File: src/rtl/mem_bus_arbiter_pkg.sv
// mem_bus_arbiter_pkg: shared defaults, FSM encodings and on/off constants for the memory bus arbiter
package mem_bus_arbiter_pkg;
    localparam int NUM_CH_DEF  = 2;
    localparam int ADDR_W_DEF  = 32;
    localparam int DATA_W_DEF  = 32;
    localparam int TIMEOUT_DEF = 255;
    localparam bit RR_MODE_DEF = 1'b0;
    localparam logic [1:0] ST_IDLE = 2'd0;
    localparam logic [1:0] ST_BUSY = 2'd1;
    localparam logic [1:0] ST_DONE = 2'd2;
    localparam logic ON  = 1'b1;
    localparam logic OFF = 1'b0;
endpackage

File: src/rtl/mem_bus_arbiter_if.sv
// mem_bus_arbiter_if: requester-channel and memory-bus signals seen by the arbiter
interface mem_bus_arbiter_if #(
    parameter int NUM_CH = 2,
    parameter int ADDR_W = 32,
    parameter int DATA_W = 32
);
    logic [NUM_CH-1:0]        ch_req, ch_we, ch_ack, ch_err;
    logic [NUM_CH*ADDR_W-1:0] ch_addr;
    logic [NUM_CH*DATA_W-1:0] ch_wdata;
    logic [DATA_W-1:0]        ch_rdata, wdata, rdata;
    logic [ADDR_W-1:0]        req_addr;
    logic                     req, read_write, gnt;
    modport master (
        input  ch_req, ch_we, ch_addr, ch_wdata, rdata, gnt,
        output ch_ack, ch_err, ch_rdata, req, req_addr, read_write, wdata
    );
    modport slave (
        output ch_req, ch_we, ch_addr, ch_wdata, rdata, gnt,
        input  ch_ack, ch_err, ch_rdata, req, req_addr, read_write, wdata
    );
endinterface

File: src/rtl/mem_bus_arbiter_rr_pick.sv
// mem_bus_arbiter_rr_pick: combinational winner select, lowest index or first at/after ptr
module mem_bus_arbiter_rr_pick #(
    parameter int NUM_CH = 2,
    localparam int PW = $clog2(NUM_CH)
) (
    input  logic [NUM_CH-1:0] req,
    input  logic [PW-1:0]     ptr,
    input  logic              mode,
    output logic [PW-1:0]     idx,
    output logic              valid
);
    int c;
    // scanning from the far end lets the first hit in search order win
    always_comb begin
        idx = '0;
        c = 0;
        for (int k = NUM_CH - 1; k >= 0; k--) begin
            c = mode ? (k + int'(ptr)) % NUM_CH : k;
            if (req[c]) idx = PW'(c);
        end
    end
    assign valid = |req;
endmodule

File: src/rtl/mem_bus_arbiter.sv
// mem_bus_arbiter: arbitrates NUM_CH requesters onto one memory bus, with grant timeout
module mem_bus_arbiter
    import mem_bus_arbiter_pkg::*;
#(
    parameter int NUM_CH  = NUM_CH_DEF,
    parameter int ADDR_W  = ADDR_W_DEF,
    parameter int DATA_W  = DATA_W_DEF,
    parameter bit RR_MODE = RR_MODE_DEF,
    parameter int TIMEOUT = TIMEOUT_DEF
) (
    input logic clk_i,
    input logic rst_i,
    mem_bus_arbiter_if.master bus
);
    localparam int PW = $clog2(NUM_CH);
    localparam int CW = TIMEOUT > 0 ? $clog2(TIMEOUT + 1) : 1;
    logic [1:0]    state;
    logic [PW-1:0] owner, ptr, pick_idx;
    logic          pick_valid, expired;
    logic [CW-1:0] cnt;
    mem_bus_arbiter_rr_pick #(.NUM_CH(NUM_CH)) u_pick (
        .req   (bus.ch_req),
        .ptr   (ptr),
        .mode  (RR_MODE),
        .idx   (pick_idx),
        .valid (pick_valid)
    );
    // a zero TIMEOUT never expires; gnt on the expiry cycle still wins
    assign expired = (TIMEOUT != 0) && (cnt == '0);
    always_ff @(posedge clk_i or negedge rst_i) begin
        if (!rst_i) begin
            state          <= ST_IDLE;
            owner          <= '0;
            ptr            <= '0;
            cnt            <= '0;
            bus.req        <= OFF;
            bus.req_addr   <= '0;
            bus.read_write <= OFF;
            bus.wdata      <= '0;
            bus.ch_ack     <= '0;
            bus.ch_err     <= '0;
            bus.ch_rdata   <= '0;
        end else begin
            bus.ch_ack <= '0;
            bus.ch_err <= '0;
            if (state == ST_IDLE && pick_valid) begin
                state          <= ST_BUSY;
                owner          <= pick_idx;
                ptr            <= (int'(pick_idx) == NUM_CH - 1) ? '0 : pick_idx + 1'b1;
                cnt            <= CW'(TIMEOUT);
                bus.req        <= ON;
                bus.req_addr   <= bus.ch_addr[pick_idx*ADDR_W +: ADDR_W];
                bus.read_write <= bus.ch_we[pick_idx];
                bus.wdata      <= bus.ch_wdata[pick_idx*DATA_W +: DATA_W];
            end else if (state == ST_BUSY) begin
                if (bus.gnt || expired) begin
                    state             <= ST_DONE;
                    bus.req           <= OFF;
                    bus.ch_ack[owner] <= bus.gnt;
                    bus.ch_err[owner] <= !bus.gnt;
                    if (bus.gnt && !bus.read_write) bus.ch_rdata <= bus.rdata;
                end else begin
                    cnt <= cnt - 1'b1;
                end
            end else if (state == ST_DONE) begin
                state <= ST_IDLE;
            end
        end
    end
endmodule
File: src/flat_wrapper.sv
// flat-port wrapper written by rule: the top's interface ports become plain ports
module mem_bus_arbiter_flat import mem_bus_arbiter_pkg::*;
#(
    parameter int NUM_CH  = NUM_CH_DEF,
    parameter int ADDR_W  = ADDR_W_DEF,
    parameter int DATA_W  = DATA_W_DEF,
    parameter bit RR_MODE = RR_MODE_DEF,
    parameter int TIMEOUT = TIMEOUT_DEF
)
  (clk_i, rst_i, bus_ch_req, bus_ch_we, bus_ch_addr, bus_ch_wdata, bus_rdata, bus_gnt, bus_ch_ack, bus_ch_err, bus_ch_rdata, bus_req, bus_req_addr, bus_read_write, bus_wdata);
  mem_bus_arbiter_if #(.NUM_CH(NUM_CH), .ADDR_W(ADDR_W), .DATA_W(DATA_W)) bus_i ();
  input logic clk_i;
  input logic rst_i;
  input wire logic [$bits(bus_i.ch_req)-1:0] bus_ch_req;
  input wire logic [$bits(bus_i.ch_we)-1:0] bus_ch_we;
  input wire logic [$bits(bus_i.ch_addr)-1:0] bus_ch_addr;
  input wire logic [$bits(bus_i.ch_wdata)-1:0] bus_ch_wdata;
  input wire logic [$bits(bus_i.rdata)-1:0] bus_rdata;
  input wire logic [$bits(bus_i.gnt)-1:0] bus_gnt;
  output wire logic [$bits(bus_i.ch_ack)-1:0] bus_ch_ack;
  output wire logic [$bits(bus_i.ch_err)-1:0] bus_ch_err;
  output wire logic [$bits(bus_i.ch_rdata)-1:0] bus_ch_rdata;
  output wire logic [$bits(bus_i.req)-1:0] bus_req;
  output wire logic [$bits(bus_i.req_addr)-1:0] bus_req_addr;
  output wire logic [$bits(bus_i.read_write)-1:0] bus_read_write;
  output wire logic [$bits(bus_i.wdata)-1:0] bus_wdata;
  assign bus_i.ch_req = bus_ch_req;
  assign bus_i.ch_we = bus_ch_we;
  assign bus_i.ch_addr = bus_ch_addr;
  assign bus_i.ch_wdata = bus_ch_wdata;
  assign bus_i.rdata = bus_rdata;
  assign bus_i.gnt = bus_gnt;
  assign bus_ch_ack = bus_i.ch_ack;
  assign bus_ch_err = bus_i.ch_err;
  assign bus_ch_rdata = bus_i.ch_rdata;
  assign bus_req = bus_i.req;
  assign bus_req_addr = bus_i.req_addr;
  assign bus_read_write = bus_i.read_write;
  assign bus_wdata = bus_i.wdata;
  mem_bus_arbiter #(.NUM_CH(NUM_CH), .ADDR_W(ADDR_W), .DATA_W(DATA_W), .RR_MODE(RR_MODE), .TIMEOUT(TIMEOUT)) u_core (.clk_i(clk_i), .rst_i(rst_i), .bus(bus_i));
endmodule
File: config.mk
export PLATFORM = sky130hd
export DESIGN_NAME = mem_bus_arbiter_flat
export DESIGN_NICKNAME = d
export VERILOG_FILES = /design/src/rtl/mem_bus_arbiter_pkg.sv /design/src/rtl/mem_bus_arbiter_if.sv /design/src/rtl/mem_bus_arbiter_rr_pick.sv /design/src/rtl/mem_bus_arbiter.sv /design/src/flat_wrapper.sv
export SDC_FILE = /design/constraint.sdc
export NUM_CORES = 1
export LEC_CHECK = 0
export ABC_AREA = 1
export BUFFER_PORTS_ARGS = -buffer_cell sky130_fd_sc_hd__clkbuf_2
export CAP_MARGIN = 20
export CORE_MARGIN = 2
export CORE_UTILIZATION = 35
export CTS_BUF_LIST = sky130_fd_sc_hd__clkbuf_4 sky130_fd_sc_hd__clkbuf_8
export CTS_CLUSTER_SIZE = 20
export DETAILED_ROUTE_END_ITERATION = 8
export RECOVER_POWER = 100
export SLEW_MARGIN = 40
export SYNTH_ARGS = -nofsm -noshare
export SYNTH_HDL_FRONTEND = slang
export SYNTH_SLANG_ARGS = --single-unit
File: constraint.sdc
create_clock -name clk_i -period 4.1 [get_ports clk_i]
set_input_delay 1.23 -clock clk_i [delete_from_list [all_inputs] [get_ports clk_i]]
set_output_delay 1.23 -clock clk_i [all_outputs]
set_load 0.01 [all_outputs]
# Word level (Yosys, flattened, before mapping)
# Cells that the tools add are included.
[classes]
n_addsub = 1
n_bitwise = 3
div_mod_pow = 0
n_eq_ne = 4
n_shift = 2
mul = 0
n_reduce_logical = 16
order_cmp = 3
muxes = 22
[op_table]
columns = ["operator", "n"]
rows = [
  ["variable part select 64 x 7 -> 32 bit", 2],
  ["2-to-1 mux 8 bit", 3],
  ["2-to-1 mux 2 bit", 10],
  ["logical NOT 8 bit", 1],
  ["2-to-1 mux 1 bit", 8],
  ["subtractor 8 x 1 -> 8 bit (second input constant)", 1],
  ["AND reduction 2 bit", 3],
  ["bitwise AND 2 bit", 2],
  ["< comparator 1 x 2 -> 1 bit (second input constant)", 2],
  ["AND reduction 4 bit", 1],
  ["nonzero test 2 bit", 2],
  ["logical AND 1 bit", 3],
  ["!= test 3 x 2 -> 1 bit (second input constant)", 1],
  ["nonzero test 3 bit", 1],
  ["equality test 2 x 1 -> 1 bit (second input constant)", 1],
  ["equality test 2 bit (second input constant)", 1],
  ["logical NOT 1 bit", 2],
  ["logical NOT 2 bit", 1],
  ["!= test 2 x 1 -> 1 bit (second input constant)", 1],
  ["OR reduction 2 bit", 1],
  ["demux 1 bit (select 1 bit)", 1],
  [">= comparator 1 bit (second input constant)", 1],
  ["logical OR 1 bit", 1],
  ["NOT 1 bit", 1],
]
[word_totals]
ram_bits = 0
rom_bits = 0
latchBits = 0
memories = 0
in_bits = 167
register_bits = 113

# Logic depth before layout (Yosys ltp)
# Gate-level depths: netlist of the first run.
[logic_depth]
depth_word = 8
ltp_mapped = 10
mapped_depth_nobuf = 9

# Cells and area by module
# A second synthesis of the first run with hierarchy kept.
[hier_totals]
cells_unflattened = 533
area_unflattened_um2 = 4879.7
[by_module_without_submodules]
columns = ["mod", "cells_each", "area_per_inst_um2", "seq_area_each_um2", "instances"]
rows = [
  ["mem_bus_arbiter", 529, 4860.9, 2852.7, 1],
  ["mem_bus_arbiter_rr_pick", 4, 18.8, 0.0, 1],
]

# Worst setup path after synthesis of the first run
# OpenSTA, ideal clock, no wires.
[synth_timing]
path_type = "input-to-reg"
start = "input port bus_ch_req[1]"
end = "register u_core.state[1]"
path_stages = 6
path_slack_ns = 2.089
required_ns = 3.983
arrival_time_ns = 1.894
setup_ns = 0.117
cell_sequence = "o21ai_4 buf_6 buf_6 nand4_1 nand3_1 nand2_1"
[synth_between]
elab_chain_len = 4
[synth_lines]
columns = ["item", "line_no", "rtl"]
rows = [
  ["from (decl)", "flat_wrapper.sv:14", "input wire logic [$bits(bus_i.ch_req)-1:0] bus_ch_req;"],
  ["OR reduction 2 bit *", "mem_bus_arbiter_rr_pick.sv:22", "assign valid = |req;"],
  ["logical AND 1 bit *", "mem_bus_arbiter.sv:46", "if (state == ST_IDLE && pick_valid) begin"],
  ["!= test 3 x 2 -> 1 bit (no line) or nonzero test 3 bit (tied branches)", "--", ""],
  ["AND reduction 2 bit (no line)", "--", ""],
  ["to (signal assigned)", "mem_bus_arbiter.sv:47", "state <= ST_BUSY;"],
  ["to (signal assigned)", "mem_bus_arbiter.sv:57", "state <= ST_DONE;"],
  ["to (signal assigned)", "mem_bus_arbiter.sv:66", "state <= ST_IDLE;"],
  ["to (decl)", "mem_bus_arbiter.sv:17", "logic [1:0] state;"],
]
# Every way passes the cells marked *; elsewhere a longest branch is shown, timed or not.
# A chain may end at the register's enable or synchronous reset.

# Worst setup path in the final report of the first run
[layout_timing]
start = "input port bus_ch_req[0]"
end = "register u_core.bus.req_addr[27]"
[layout_between]
elab_chain_len = 2
[layout_lines]
columns = ["item", "line_no", "rtl"]
rows = [
  ["2-to-1 mux 1 bit or OR reduction 2 bit (tied branches)", "mem_bus_arbiter_rr_pick.sv:19, mem_bus_arbiter_rr_pick.sv:22", ""],
  ["variable part select 64 x 7 -> 32 bit or logical AND 1 bit (tied branches)", "mem_bus_arbiter.sv:52, mem_bus_arbiter.sv:46", ""],
  ["to (signal assigned)", "mem_bus_arbiter.sv:52", "bus.req_addr <= bus.ch_addr[pick_idx*ADDR_W +: ADDR_W];"],
  ["to (decl)", "mem_bus_arbiter_if.sv:15", "output ch_ack, ch_err, ch_rdata, req, req_addr, read_write, wdata"],
]
# Several ways; a longest one is shown, not always the timed one.

==> impl_metrics.csv, run 1 <==
group,metric,value,unit
synth,syn_area_per_cell,8.733,um^2
cts,cts-htree-levels,4,
synth,syn_area,5214,um^2
cells_and_area,drive_gt1_share,24.71,%
synth,yosysTopAreaCell,"dfrtp_1",
cells_and_area,final_cells,1050,
floorplanning,rows,44,
synth,synth_seq_cells,113,
global_routing,grt_pass1_wl,23870,um
floorplanning,start_util,35.87,%
floorplanning,die_x,126.1,um
routing,drt_wl_total,14790,um
placed_design,placedCellCount,1018,
routing,drt_iter0_markers,223,
synth,synth-edff-count,0,
placed_design,dp_hpwl,10350,um
timing,finalSetupTns,0,ns
routing,drt_pass1_iterations,4,
critical_path,cp.arrival,3.36,ns
synth,syn-instance-count,597,
power,p_clk_share,19.9,%
routing,ant_nets,0,
synth,synth_warnings,0,
timing,timing.final.crit_share,74.00,%
outcome,violations,"capacitance limit, slew limit",
floorplanning,die_area,15890,um^2
routing,drt-vias-per-instance,4.614,
cts,clock_sinks,113,
critical_path,crit_path_max_fanout,31,
cts,cts_buffers,17,
cells_and_area,design_area,6703,um^2
timing,final-hold-violation-count,0,
outcome,status,"finished, violations left",
global_routing,grt_pass1_vias,4739,
critical_path,worst-path-buf-inv,3,
timing,min_period,3.034,ns
critical_path,cp_top_family,"buffers and inverters",
routing,route.detailed.wl_per_inst,14.09,um
cts,postCtsSetupRepairBufs,0,
critical_path,critPathKind,"input pin to flop",
timing,setup_violations,0,
cts,cts_root_buffer,"clkbuf_8",
synth,synth.area.top_cells,"dfrtp_1 (54%), nand2_1 (9.1%), o21ai_1 (7.3%)",
cts,clk_pin_slew_worst_paths,0.08,ns
floorplanning,core,14530,um^2
synth,async_reset_ff_share,100.0,%
global_routing,grt_overflow_total,0,
power,netSwitchingFraction,42.36,%
timing,rsz0062_at_grt,"false",
critical_path,crit_chain,"clkbuf_1, nor2_4, inv_1, clkbuf_1, nor2_1, o21ai_0",
cts,clk_latency,0.45,ns
synth,synth.distinct_cells,28,
global_routing,antenna_found_initial,0,
job,drv_cap,1,
power,intPower,2728,uW
cts,cts_tree,"yes",
synth,yosysMostFrequentCell,"nand2_1",
cts,cts-hold-fix-buffers,0,
power,power.share.sequential,41.2,%
synth,ys.flop_type,"dfrtp_1",
critical_path,crit_slowest_cell,"clkbuf_1",
global_routing,grtUsageTotal,18.97,%
synth,ys_seq_area_share,54.24,%
floorplanning,die_y,126.1,um
timing,finClkSkew,0.009478,ns
critical_path,r2r_slack,1.82,ns
power,power.density,706.1,nW/um^2
cts,cts.repair.resized,0,
synth,syn_nets,769,
timing,worst_pin_slew,1.633,ns
cells_and_area,syn_to_final_growth,28.56,%
cts,clockBufferDepth,2,
critical_path,critPathMaxStageDelay,0.64,ns
placed_design,portBuffers,268,
timing,slew-limit-headroom,-8.873,%
routing,num_vias,4845,
placed_design,gp_congestion,0.7796,
critical_path,crit_required,4.43,ns
power,combPwrFrac,38.9,%
routing,drc,0,
cells_and_area,num-nets-final,1025,
global_routing,grt_max_degree,72,
power,p_switching,2005,uW
min_path,hp-class,"flop to flop",
synth,ys_top_cells_by_count,"nand2_1 (126), dfrtp_1 (113), o21ai_1 (76)",
critical_path,start_kind,"input pin",
placed_design,dpl_cell_area,6594,um^2
timing,report.final.slew_viol_count,66,
critical_path,crit_path_end_kind,"flop",
synth,synth_top_area_share,54.24,%
critical_path,crit_top_cell,"clkbuf_1",
power,leakagePower,0.003405,uW
floorplanning,io_pins,269,
power,ir_drop,261.3,uV
cells_and_area,insertedDiodeCount,0,
timing,clock.fmax,329.6,MHz
==> final timing paths <==
| kind | from | to | cells past startpoint |
|---|---|---|---|
| setup / recovery | bus_ch_req[0] | u_core.bus.req_addr[27] | 6 |
| hold / removal | u_core.bus.req_addr[17] | u_core.bus.req_addr[17] | 2 |
| setup reg to reg | u_core.state[0] | u_core.bus.ch_rdata[7] | 6 |
| hold reg to reg | u_core.bus.req_addr[17] | u_core.bus.req_addr[17] | 2 |
| max in group asynchronous | rst_i | u_core.bus.req_addr[5] | 2 |
| min in group asynchronous | rst_i | u_core.bus.ch_rdata[2] | 1 |
==> worst register-to-register path, cell delays in order (launching register included) <==
cell and delay, ns:
dfrtp_1 0.39, inv_1 0.06, ha_1 0.20, o21ai_0 0.20
buf_4 0.42, nand3b_4 0.52, o21ai_0 0.39
==> power groups by stage <==
| stage | sequential (uW) | combinational, uW | clock (uW) |
|---|---|---|---|
| floorplan | 2150 | 1160 | 0 |
| global placement | 1970 | 2120 | 0 |
| detailed placement | 1960 | 2160 | 0 |
| CTS | 1950 | 2150 | 980 |
| global route | 2010 | 2100 | 1030 |
| finish | 1950 | 1840 | 944 |
==> registers in the layout, summed over array words and instances, names as in the netlist <==
signal and flops:
u_core.bus.ch_ack 2, u_core.state 2, u_core.bus.req 1, u_core.bus.ch_err 2
u_core.bus.read_write 1, u_core.owner 1, u_core.bus.ch_rdata 32, u_core.bus.wdata 32
u_core.bus.req_addr 32, u_core.cnt 8
==> layout make-up <==
| class | count | area (um^2) |
|---|---|---|
| flip-flops and latches | 113 | 2828 |
| inverters | 46 | 175.2 |
| multi-input cells | 401 | 1866 |
| clock inverters | 14 | 108.9 |
| clock buffers | 18 | 247.7 |
| fillers | 1562 | 7831 |
| repair buffers | 274 | 1247 |
| well taps | 184 | 230.2 |
==> per-layer routing <==
layer	vias up	part of all wire, %	GRT usage [%]	routed length [um]
met5	-	0	0	0
met4	0	2.0	7.692	298
met3	22	9.2	7.434	1358
met2	211	46	30.71	6875
met1	2172	42	22.68	6261
li1	2440	-	-	-
==> logic make-up after synthesis <==
family	synth area share, %
buf+inv	8.183
compound gates	18.07
xor+xnor	0.5041
simple gates	17.81
fa+ha+maj	1.200
flops	54.24
==> cell usage in the layout, fill, tap and decap left out, types with 2 or more instances in the layout <==
cell / count
clkbuf_8: 18
clkbuf_1: 105
clkbuf_2: 166
o21ai_0: 164
nor3_1: 2
inv_1: 41
nand2_2: 2
nand2_1: 127
xor2_1: 2
inv_2: 4
o21ai_1: 7
buf_4: 3
nand3_1: 13
dfrtp_1: 113
clkinvlp_4: 8
ha_1: 5
inv_6: 4
nor2_1: 69
nor2_4: 2
==> stage by stage <==
step / util, % / hold WS [ns] / worst slack (ns) / total power, uW
after global routing: 46.12 / 0.5048 / 0.7859 / 5139
after CTS: 47.82 / 0.4879 / 1.521 / 5085
after global placement: 45.35 / 0.4603 / 1.102 / 4091
final: 46.12 / 0.4814 / 1.066 / 4733
after detailed placement: 45.37 / 0.4691 / 1.036 / 4118
after floorplan: - / 0.4482 / 2.089 / 3312
(Power assumes the default switching activity.)
==> run 2, diff against run 1 <==
==> constraint.sdc (replaced) <==
create_clock -name clk_i -period 2.91 [get_ports clk_i]
set_input_delay 0.873 -clock clk_i [delete_from_list [all_inputs] [get_ports clk_i]]
set_output_delay 0.873 -clock clk_i [all_outputs]
set_load 0.01 [all_outputs]
==> impl_metrics.csv, run 2 (same netlist as run 1, synthesis figures left out) <==
group,metric,value,unit
timing,slew-limit-headroom,-3.655,%
floorplanning,die_x,126.1,um
critical_path,worst-path-buf-inv,3,
cts,cts_buffers,17,
global_routing,grt_overflow_total,0,
routing,ant_nets,0,
floorplanning,rows,44,
placed_design,dp_hpwl,10220,um
floorplanning,die_y,126.1,um
floorplanning,io_pins,269,
timing,rsz0062_at_grt,"false",
critical_path,crit_top_cell,"o21ai_0",
global_routing,grt_pass1_vias,4719,
min_path,hp-class,"flop to flop",
cells_and_area,num-nets-final,1026,
global_routing,grtUsageTotal,19.08,%
outcome,violations,"capacitance limit, slew limit",
critical_path,crit_chain,"clkbuf_1, o21ai_0, buf_12, nand3b_1, buf_4, nand2_1, o21ai_0",
timing,finClkSkew,0.008277,ns
global_routing,grt_max_degree,114,
placed_design,placedCellCount,1019,
timing,report.final.slew_viol_count,114,
placed_design,portBuffers,268,
cells_and_area,insertedDiodeCount,0,
timing,final-hold-violation-count,0,
power,power.density,1006,nW/um^2
job,drv_cap,1,
cts,cts_tree,"yes",
floorplanning,start_util,35.87,%
cells_and_area,final_cell_mix,"o21ai_0 (167), clkbuf_2 (164), nand2_1 (127), dfrtp_1 (113), clkbuf_1 (103)",
critical_path,r2r_slack,0.84,ns
critical_path,crit_path_max_fanout,83,
critical_path,crit_slowest_cell,"o21ai_0",
routing,drc,0,
floorplanning,core,14530,um^2
cts,clockBufferDepth,2,
cts,postCtsSetupRepairBufs,0,
routing,drt_pass1_iterations,4,
timing,clock.fmax,461.0,MHz
timing,timing.final.crit_share,74.55,%
floorplanning,die_area,15890,um^2
power,power.total,6813,uW
routing,num_vias,4837,
cells_and_area,final_common_cell,"o21ai_0",
outcome,status,"finished, violations left",
critical_path,critPathKind,"input pin to flop",
power,ir_drop,404.8,uV
critical_path,crit_required,3.21,ns
cells_and_area,syn_to_final_growth,29.83,%
cells_and_area,top_regs,"u_core.bus.ch_rdata x32, u_core.bus.req_addr x32, u_core.bus.wdata x32",
routing,route.detailed.wl_per_inst,14.17,um
routing,drt_wl_total,14880,um
cts,cts.repair.resized,0,
critical_path,critPathMaxStageDelay,0.42,ns
critical_path,crit_path_end_kind,"flop",
timing,min_period,2.169,ns
critical_path,cp.arrival,2.47,ns
timing,finalSetupTns,0,ns
global_routing,antenna_found_initial,0,
cts,cts-htree-levels,4,
critical_path,start_kind,"input pin",
cts,clk_pin_slew_worst_paths,0.06,ns
routing,drt_iter0_markers,263,
cts,cts_root_buffer,"clkbuf_8",
cts,clk_latency,0.45,ns
critical_path,cp_top_family,"buffers and inverters",
cells_and_area,design_area,6769,um^2
cts,cts-hold-fix-buffers,0,
timing,worst_pin_slew,1.555,ns
placed_design,dpl_cell_area,6636,um^2
power,leakagePower,0.003454,uW
cts,clock_sinks,113,
routing,drt-vias-per-instance,4.607,
timing,setup_violations,0,
cells_and_area,fin_util,46.57,%
placed_design,gp_congestion,0.7806,
cells_and_area,drive_gt1_share,25.17,%
global_routing,grt_pass1_wl,24060,um
cells_and_area,final_cells,1050,
==> run 2: layer usage <==
layer / GRT usage [%] / wire, um / up-vias
li1: - / - / 2436
met3: 6.754 / 1215 / 20
met5: 0 / 0 / -
met4: 6.852 / 246 / 0
met1: 24.14 / 6593 / 2183
met2: 30.30 / 6822 / 198
==> run 2: worst register-to-register path, cell delays in order (launching register included) <==
cell and delay [ns]:
dfrtp_1 0.39, inv_1 0.10, ha_1 0.17, o21ai_0 0.19
buf_12 0.29, nand3b_1 0.14, buf_4 0.45, nand2_1 0.15
o21ai_0 0.11
==> run 2: final cells by class <==
class | count | area [um^2]
clock inverter | 12 | 117.6
timing repair buffer | 275 | 1305
fill | 1567 | 7765
tap | 184 | 230.2
inverter | 46 | 172.7
sequential | 113 | 2828
multi-input combinational | 401 | 1861
clock buffer | 19 | 255.2
==> run 2: path summary, 6_finish.rpt <==
kind	start	endpoint	cells past startpoint
worst max register to register	u_core.state[1]	u_core.bus.ch_rdata[31]	8
worst min-delay path	u_core.bus.ch_rdata[7]	u_core.bus.ch_rdata[7]	2
worst min register to register	u_core.bus.ch_rdata[7]	u_core.bus.ch_rdata[7]	2
max in group asynchronous	rst_i	u_core.bus.read_write	2
worst max-delay path	bus_ch_req[0]	u_core.bus.ch_rdata[31]	7
min in group asynchronous	rst_i	u_core.bus.ch_rdata[9]	2
==> run 2: power by group <==
part | switching (uW) | internal [uW] | total, uW
logic | 1710 | 936 | 2650
registers | 415 | 2320 | 2740
clock network | 652 | 774 | 1430
==> run 2: per-stage QoR <==
| stage | hold slack (ns) | worst slack, ns |
|---|---|---|
| floorplan | 0.4482 | 1.256 |
| global placement | 0.4563 | 0.5640 |
| detailed placement | 0.4689 | 0.5368 |
| CTS | 0.4867 | 0.8578 |
| global route | 0.4993 | 0.5948 |
| finish | 0.4824 | 0.7406 |
